### src/rtl/ts_tx_arbiter_if.sv
// Byte stream from the timestamp arbiter to the UART transmitter.
// A byte moves on a clock edge where tx_valid and tx_ready are both high.
interface ts_tx_arbiter_if;
  logic [7:0] tx_data;
  logic       tx_valid;
  logic       tx_ready;

  modport master (
    output tx_data,
    output tx_valid,
    input  tx_ready
  );

  modport slave (
    input  tx_data,
    input  tx_valid,
    output tx_ready
  );
endinterface

### src/rtl/ts_tx_arbiter.sv
// Round-robin arbiter that serialises per-channel timestamps into framed
// byte sequences ({4'hA, ch} header, then timestamp MSB first) for the UART.
module ts_tx_arbiter #(
  parameter int NCH       = 4,
  parameter int TS_WIDTH  = 32,
  parameter int CNT_WIDTH = 16
) (
  input  logic                      clk,
  input  logic                      rst,
  input  logic                      enable,
  input  logic [NCH-1:0]            req,
  input  logic [NCH*TS_WIDTH-1:0]   ts_data,
  output logic [NCH-1:0]            ack,
  ts_tx_arbiter_if.master           tx,
  output logic                      busy,
  output logic [CNT_WIDTH-1:0]      frame_count
);

  localparam int NBYTES = TS_WIDTH / 8;
  localparam int CH_W   = $clog2(NCH);
  localparam int BC_W   = (NBYTES > 1) ? $clog2(NBYTES) : 1;

  typedef enum logic [1:0] {
    IDLE,
    HDR,
    DATA
  } state_t;

  state_t                 state_q;
  logic [CH_W-1:0]        last_grant_q;
  logic [TS_WIDTH-1:0]    shreg_q;
  logic [BC_W-1:0]        byte_cnt_q;
  logic [7:0]             tx_data_q;
  logic                   tx_valid_q;
  logic [NCH-1:0]         ack_q;
  logic [CNT_WIDTH-1:0]   frame_count_q;

  logic [TS_WIDTH-1:0]    ts_arr [NCH];
  logic [CH_W-1:0]        grant_idx_d;
  logic                   grant_vld_d;
  logic [3:0]             hdr_ch_d;
  logic [TS_WIDTH-1:0]    shreg_shift_d;
  logic                   xfer_d;

  generate
    for (genvar gi = 0; gi < NCH; gi++) begin : g_slice
      assign ts_arr[gi] = ts_data[gi*TS_WIDTH +: TS_WIDTH];
    end
  endgenerate

  // Candidate channel k places after base, modulo NCH (k is 1..NCH).
  function automatic logic [CH_W-1:0] wrap_add(input logic [CH_W-1:0] base, input int k);
    int s;
    s = int'(base) + k;
    if (s >= NCH) begin
      s = s - NCH;
    end
    return CH_W'(s);
  endfunction

  // Walk the ring from the farthest candidate to the nearest so the nearest
  // set request after last_grant wins.
  always_comb begin
    grant_vld_d = 1'b0;
    grant_idx_d = '0;
    for (int k = NCH; k >= 1; k--) begin
      if (req[wrap_add(last_grant_q, k)]) begin
        grant_vld_d = 1'b1;
        grant_idx_d = wrap_add(last_grant_q, k);
      end
    end
  end

  assign hdr_ch_d      = 4'(grant_idx_d);
  assign shreg_shift_d = shreg_q << 8;
  assign xfer_d        = tx_valid_q && tx.tx_ready;

  always_ff @(posedge clk) begin
    if (rst) begin
      state_q       <= IDLE;
      last_grant_q  <= CH_W'(NCH - 1);
      shreg_q       <= '0;
      byte_cnt_q    <= '0;
      tx_data_q     <= 8'h00;
      tx_valid_q    <= 1'b0;
      ack_q         <= '0;
      frame_count_q <= '0;
    end else begin
      ack_q <= '0;
      case (state_q)
        IDLE: begin
          if (enable && grant_vld_d) begin
            shreg_q             <= ts_arr[grant_idx_d];
            last_grant_q        <= grant_idx_d;
            ack_q[grant_idx_d]  <= 1'b1;
            tx_data_q           <= {4'hA, hdr_ch_d};
            tx_valid_q          <= 1'b1;
            state_q             <= HDR;
          end
        end
        HDR: begin
          if (xfer_d) begin
            tx_data_q  <= shreg_q[TS_WIDTH-1 -: 8];
            byte_cnt_q <= BC_W'(NBYTES - 1);
            state_q    <= DATA;
          end
        end
        DATA: begin
          if (xfer_d) begin
            if (byte_cnt_q != '0) begin
              shreg_q    <= shreg_shift_d;
              tx_data_q  <= shreg_shift_d[TS_WIDTH-1 -: 8];
              byte_cnt_q <= byte_cnt_q - BC_W'(1);
            end else begin
              tx_valid_q    <= 1'b0;
              frame_count_q <= frame_count_q + CNT_WIDTH'(1);
              state_q       <= IDLE;
            end
          end
        end
        default: begin
          tx_valid_q <= 1'b0;
          state_q    <= IDLE;
        end
      endcase
    end
  end

  assign ack         = ack_q;
  assign tx.tx_data  = tx_data_q;
  assign tx.tx_valid = tx_valid_q;
  assign busy        = (state_q != IDLE);
  assign frame_count = frame_count_q;

endmodule

### src/flat_wrapper.sv
// flat-port wrapper written by rule: the top's interface ports become plain ports
module ts_tx_arbiter_flat 
#(
  parameter int NCH       = 4,
  parameter int TS_WIDTH  = 32,
  parameter int CNT_WIDTH = 16
)
  (clk, rst, enable, req, ts_data, ack, busy, frame_count, tx_tx_data, tx_tx_valid, tx_tx_ready);
  ts_tx_arbiter_if tx_i ();
  input  logic clk;
  input  logic rst;
  input  logic enable;
  input  logic [NCH-1:0] req;
  input  logic [NCH*TS_WIDTH-1:0] ts_data;
  output logic [NCH-1:0] ack;
  output logic busy;
  output logic [CNT_WIDTH-1:0] frame_count;
  output wire logic [$bits(tx_i.tx_data)-1:0] tx_tx_data;
  output wire logic [$bits(tx_i.tx_valid)-1:0] tx_tx_valid;
  input wire logic [$bits(tx_i.tx_ready)-1:0] tx_tx_ready;
  assign tx_tx_data = tx_i.tx_data;
  assign tx_tx_valid = tx_i.tx_valid;
  assign tx_i.tx_ready = tx_tx_ready;
  ts_tx_arbiter #(.NCH(NCH), .TS_WIDTH(TS_WIDTH), .CNT_WIDTH(CNT_WIDTH)) u_core (.clk(clk), .rst(rst), .enable(enable), .req(req), .ts_data(ts_data), .ack(ack), .tx(tx_i), .busy(busy), .frame_count(frame_count));
endmodule
### config.mk
export PLATFORM = sky130hd
export DESIGN_NAME = ts_tx_arbiter_flat
export DESIGN_NICKNAME = d
export VERILOG_FILES = /design/src/rtl/ts_tx_arbiter_if.sv /design/src/rtl/ts_tx_arbiter.sv /design/src/flat_wrapper.sv
export SDC_FILE = /design/constraint.sdc
export NUM_CORES = 1
export LEC_CHECK = 0
export CAP_MARGIN = 10
export CORE_MARGIN = 3
export CORE_UTILIZATION = 30
export DETAILED_ROUTE_END_ITERATION = 10
export GPL_TIMING_DRIVEN = 0
export PLACE_DENSITY_LB_ADDON = 0.2
export SKIP_LAST_GASP = 1
export SLEW_MARGIN = 20
export SYNTH_ARGS = -nofsm -noshare
export SYNTH_HDL_FRONTEND = slang
export SYNTH_SLANG_ARGS = --single-unit
### constraint.sdc
create_clock -name clk -period 2.2 [get_ports clk]
set_input_delay 0.22 -clock clk [delete_from_list [all_inputs] [get_ports clk]]
set_output_delay 0.22 -clock clk [all_outputs]
set_load 0.1 [all_outputs]
Word-level counts from Yosys, hierarchy flattened:

Index checks and enable logic that the tools add are counted.

* register bits: 67
* input bits: 136
* output and inout port bits: 30
* word-level logic and storage cells: 105

* $add $sub $neg: 10
* $lt $le $gt $ge: 11
* eq/ne operators: 7
* muxes and demuxes: 47
* bitwise operators: 5
* reduce and logical (&&, ||, !) cells: 17

Operator list (number)
* 32-bit two-way mux: 5
* 32-bit binary-select mux with 2-bit select: 1
* 32-bit one-hot mux with 2 select lines: 1
* 8-bit two-way mux: 4
* 2-bit two-way mux: 15
* 8-bit one-hot mux with 3 select lines: 1
* 16-bit by 1-bit adder with 16-bit output, second input constant: 1
* 4-bit AND reduction: 4
* 2-bit by 3-bit < comparator with 1-bit output, second input constant: 5
* 3-bit >= comparator, second input constant: 4
* 1-bit two-way mux: 12
* 2-bit by 1-bit subtractor with 2-bit output, second input constant: 5
* 1-bit binary-select mux with 2-bit select: 4
* 2-bit by 1-bit inequality test with 1-bit output, second input constant: 4
* 2-bit nonzero test: 4
* 2-bit by 2-bit adder with 3-bit output, second input constant: 2
* 2-bit one-hot mux with 3 select lines: 1
* 5-bit AND reduction: 1
* 2-bit by 3-bit adder with 4-bit output, second input constant: 1
* 4-bit by 3-bit >= comparator with 1-bit output, second input constant: 1
* 1-bit NOT: 4
* 2-bit one-hot mux with 2 select lines: 1
* 2-bit by 1-bit adder with 3-bit output, second input constant: 1
* 1-bit logical AND: 3
* 12 further kinds: 12

Longest topological paths before layout:

* depth in word-level cells: 15
* mapped depth: 9
* gate-level depth less buffers: 7

Least setup slack after synthesis:

OpenSTA, ideal clock, no wires.

* path kind: reg2reg
* from: register u_core.state_q[0]
* to: register u_core.tx_data_q[5], in the netlist u_core.tx.tx_data[5]
* library setup time: 0.091 ns
* arrival time: 2.329 ns
* data required time: 2.109 ns
* setup slack: -0.220 ns
* stages on the path, launching flop included: 8
* buffers on the path: 0
* clock period less this slack: 2.420 ns
* cell sequence: dfxtp_1 -> inv_1 -> ha_1 -> inv_1 -> nor2_1 -> a211oi_2 -> nor2_1 -> a311oi_1

* word-level cells in the longest chain between the ends: 3
* elaborated cells on any way between the ends: 10
* those cells by class: eq/ne: 6; mux: 1; reduce/logical: 3

Ends and longest elaborated chain
* start, declared: line ts_tx_arbiter.sv:29 `state_t state_q;`
* start signal, assigned: line ts_tx_arbiter.sv:80 `state_q <= IDLE;`
* start signal, assigned: line ts_tx_arbiter.sv:98 `state_q <= HDR;`
* start signal, assigned: line ts_tx_arbiter.sv:105 `state_q <= DATA;`
* 2-bit equality test (tied with other cells): line ts_tx_arbiter.sv:90 `case (state_q)`
* 2-bit by 1-bit inequality test with 1-bit output (no line) or 3-bit nonzero test (tied branches)
* 5-bit AND reduction (no line)
* end signal, assigned: line ts_tx_arbiter.sv:96 `tx_data_q <= {4'hA, hdr_ch_d};`
* end signal, assigned: line ts_tx_arbiter.sv:103 `tx_data_q <= shreg_q[TS_WIDTH-1 -: 8];`
* end signal, assigned: line ts_tx_arbiter.sv:112 `tx_data_q <= shreg_shift_d[TS_WIDTH-1 -: 8];`
* end, declared: line ts_tx_arbiter.sv:33 `logic [7:0] tx_data_q;`

Parallel ways exist; a longest one is shown, timed or not.
A chain may end at the register's enable or synchronous reset.

Worst setup path in the final report:

* from: register u_core.frame_count_q[3], in the netlist u_core.frame_count[3]
* to: output port frame_count[3]

RTL lines
* start, declared: line ts_tx_arbiter.sv:36 `logic [CNT_WIDTH-1:0] frame_count_q;`
* start signal, assigned: line ts_tx_arbiter.sv:116 `frame_count_q <= frame_count_q + CNT_WIDTH'(1);`
* end, declared: line flat_wrapper.sv:17 `output logic [CNT_WIDTH-1:0] frame_count;`

No word-level cell between the ends.

==> impl_metrics.yaml <==
clock_network:
  root_buffer: "clkbuf_16"
  cts_max_level: 3
  clockBufferDepth: 2
  clkSinkCount: 67
  cts_tree: "built"
  cts_made_buffers: 9
  path_clk_slew_ns: 0.06
  clk_latency_ns: 0.34
placement:
  dpl.cell_count: 892
  gp_congestion: 0.855
  portBuffers: 163
  place_hpwl_um: 12700
sta:
  rsz0062_at_grt: "true"
  slew_headroom_pct: 33.4
  period_minus_slack_ns: 2.14
  fmax_mhz: 467
  skew_ns: 0.00688
  setup_viol: 0
  worst_pin_slew_ns: 0.996
  slew_violations: 0
  hold_ws_ns: 0.462
  post-route-period-util_pct: 97.4
  timing.final.hold_violations: 0
synth:
  synth_area_per_cell_um2: 8.07
  synth_nets: 692
  synth_edf_count: 0
  ys_seq_elements: 67
  synth_cell_types: 59
  yosys-top-cells-area: "dfxtp_1 (30%), nand2_1 (6.2%), mux2i_1 (6.1%)"
  async_flop_share_pct: 0
  yosysSeqAreaShare_pct: 30.3
  synth_most_common_cell: "nand2_1"
  syn-cell-area_mm2: 0.00443
  synth_common_cells: "nand2_1 (73), dfxtp_1 (67), a21oi_1 (52)"
  yosysWarnings: 0
  netlist.area_leader.share_pct: 30.3
  synth_top_area_cell: "dfxtp_1"
  synth_cells: 549
  synth_flop_cell: "dfxtp_1"
worst_setup_path:
  cp.depth: 1
  end_kind: "output port"
  crit_type: "register to output port"
  worstPathBufferInverterCount: 1
  crit_chain: "clkdlybuf4s50_1"
  rr_worst_depth: 7
  critPathTopFamily: "buffers and inverters"
  r2r_end: "u_core.shreg_q[24]"
  worst_setup_path_start_kind: "register"
  worstReg2RegStart: "u_core.byte_cnt_q[0]"
  critPathSlowestCell: "clkdlybuf4s50_1"
  rrSetupSlack_ns: 0.12
  max_stage_delay_ns: 1.17
  worst-path-max-fanout: 6
  cp.required_ns: 1.98
  cp_data_arrival_time_ns: 1.92
routing:
  drt-total-wl_um: 16100
  drcViolationCount: 0
  routedWlPerCell_um: 17.7
  dr.pass1.iters: 5
  drtIter0Drc: 379
  route.antenna.remaining_nets: 0
  num_vias: 4885
  via_per_inst: 5.34
final_layout:
  instances_no_fill: 914
  diodes: 0
  syn2layout_area_growth_pct: 52.4
  drive_gt1_share_pct: 11.9
  finalNetCount: 872
die:
  start_util_pct: 31.3
  die_y_um: 128
  die_w_um: 128
  dieArea_mm2: 0.0163
  core_region_area_mm2: 0.0141
  rows: 43
  ios: 166
worst_hold_path:
  hold_depth: 2
  hp-class: "register to register"
  min-delay-start: "u_core.tx.tx_data[2]"
  min_to: "u_core.tx.tx_data[2]"
power_and_ir_drop:
  vdd_ir_drop_max_mv: 0.524
  p_leak_nw: 2.49
  p_per_area_mw_per_mm2: 984
global_route:
  top_usage_layer: "met2"
  grt_util_met2_pct: 33.4
  antenna_found_initial: 0
  grt_pass1_wl_um: 25400
  grt.met1_usage_pct: 25.2
  grt_pass1_vias: 4925
  grt_usage_pct: 19.7
  grt_max_degree: 13
  gr-total-overflow: 0
  grtUsageMet3_pct: 3.85
flow_run:
  maxCapViolCount: 0
status:
  status: "completed"
how the worst max path moves through the flow:
stage                               start            endpoint  slack (ns)
floorplan               u_core.state_q[0]  u_core.shreg_q[17]       0.006
global placement                   req[0]  u_core.shreg_q[24]       -0.65
detailed placement                 req[0]  u_core.shreg_q[24]       -0.65
CTS                  u_core.byte_cnt_q[0]  u_core.shreg_q[25]       -0.02
global route            u_core.state_q[1]   u_core.shreg_q[7]       -0.04
finish              u_core.frame_count[3]      frame_count[3]        0.06
registers in the layout (all words and copies together), names as in the netlist:
name,count
u_core.last_grant_q,2
u_core.state_q,2
u_core.tx.tx_data,8
u_core.frame_count,16
u_core.ack,4
u_core.byte_cnt_q,2
u_core.shreg_q,32
u_core.tx.tx_valid,1
area by class of cell:
type / count / area, um2
plain buffers: 38 / 250
well taps: 180 / 225
fillers: 1407 / 7400
clock buffers: 10 / 239
inverters: 10 / 41.3
multi-input cells: 432 / 2880
repair buffers: 171 / 1710
flip-flops and latches: 67 / 1350
clock inverters: 6 / 63.8
cell usage in the layout, fill, tap and decap left out, drive strengths merged, types with 26 or more instances in the layout:
master	count
dfxtp	67
buf	26
nand3	37
o21ai	26
clkdlybuf4s50	160
nand2	74
mux2i	27
a21oi	53
clkbuf	30
nor2	33
metrics by stage:
| stage | utilization (%) | cell area, um2 | power [W] | setup slack (ns) | TNS, ns |
|---|---|---|---|---|---|
| after global placement | 44.5 | 6290 | 0.00495 | -0.645 | -14.74 |
| after global routing | 47.7 | 6750 | 0.00705 | -0.0384 | -0.0766 |
| final | 47.7 | 6750 | 0.00664 | 0.0571 | 0 |
| after floorplan | - | 4440 | 0.00398 | 0.00647 | 0 |
| after CTS | 46.9 | 6630 | 0.00651 | -0.0223 | -0.0380 |
| after detailed placement | 44.5 | 6290 | 0.00499 | -0.649 | -15.75 |
worst reg2reg max path, cell delays in order, from the launching register on:
cell	delay [ns]
dfxtp_1	0.33
inv_1	0.07
ha_1	0.27
and3b_2	0.41
o22ai_2	0.21
a22o_1	0.27
o21ai_0	0.23
o221ai_1	0.15
power breakdown:
part	internal [W]	switching, W
clock	0.000908	0.000566
sequential	0.00153	0.000282
combinational	0.00134	0.00202
total	0.00378	0.00287
per-layer routing:
metal  vias up  part of all wire [%]
met3        24                   6.2
met2       181                    48
met5         -                     0
met4         0                   2.0
li1       2404                     -
met1      2276                    44
logic make-up after synthesis:
family / after synthesis / synth area share, %
AOI/OAI and AO/OA: 175 / 27.1
xor gates and xnor gates: 11 / 2.17
adders and majority gates: 7 / 1.98
buffers and inverters: 50 / 6.18
DFF: 67 / 30.3
muxes: 45 / 10.7
and+or+nand+nor: 194 / 21.6
what timing repair did:
item	in CTS	in global routing
endpoints found under the hold margin	0	0
setup buffers	1	7
pin swaps	2	5
resized for setup	12	26
hold buffers	0	0
setup endpoints to repair	31	48
No activity file was read; power rests on OpenSTA's default activity.
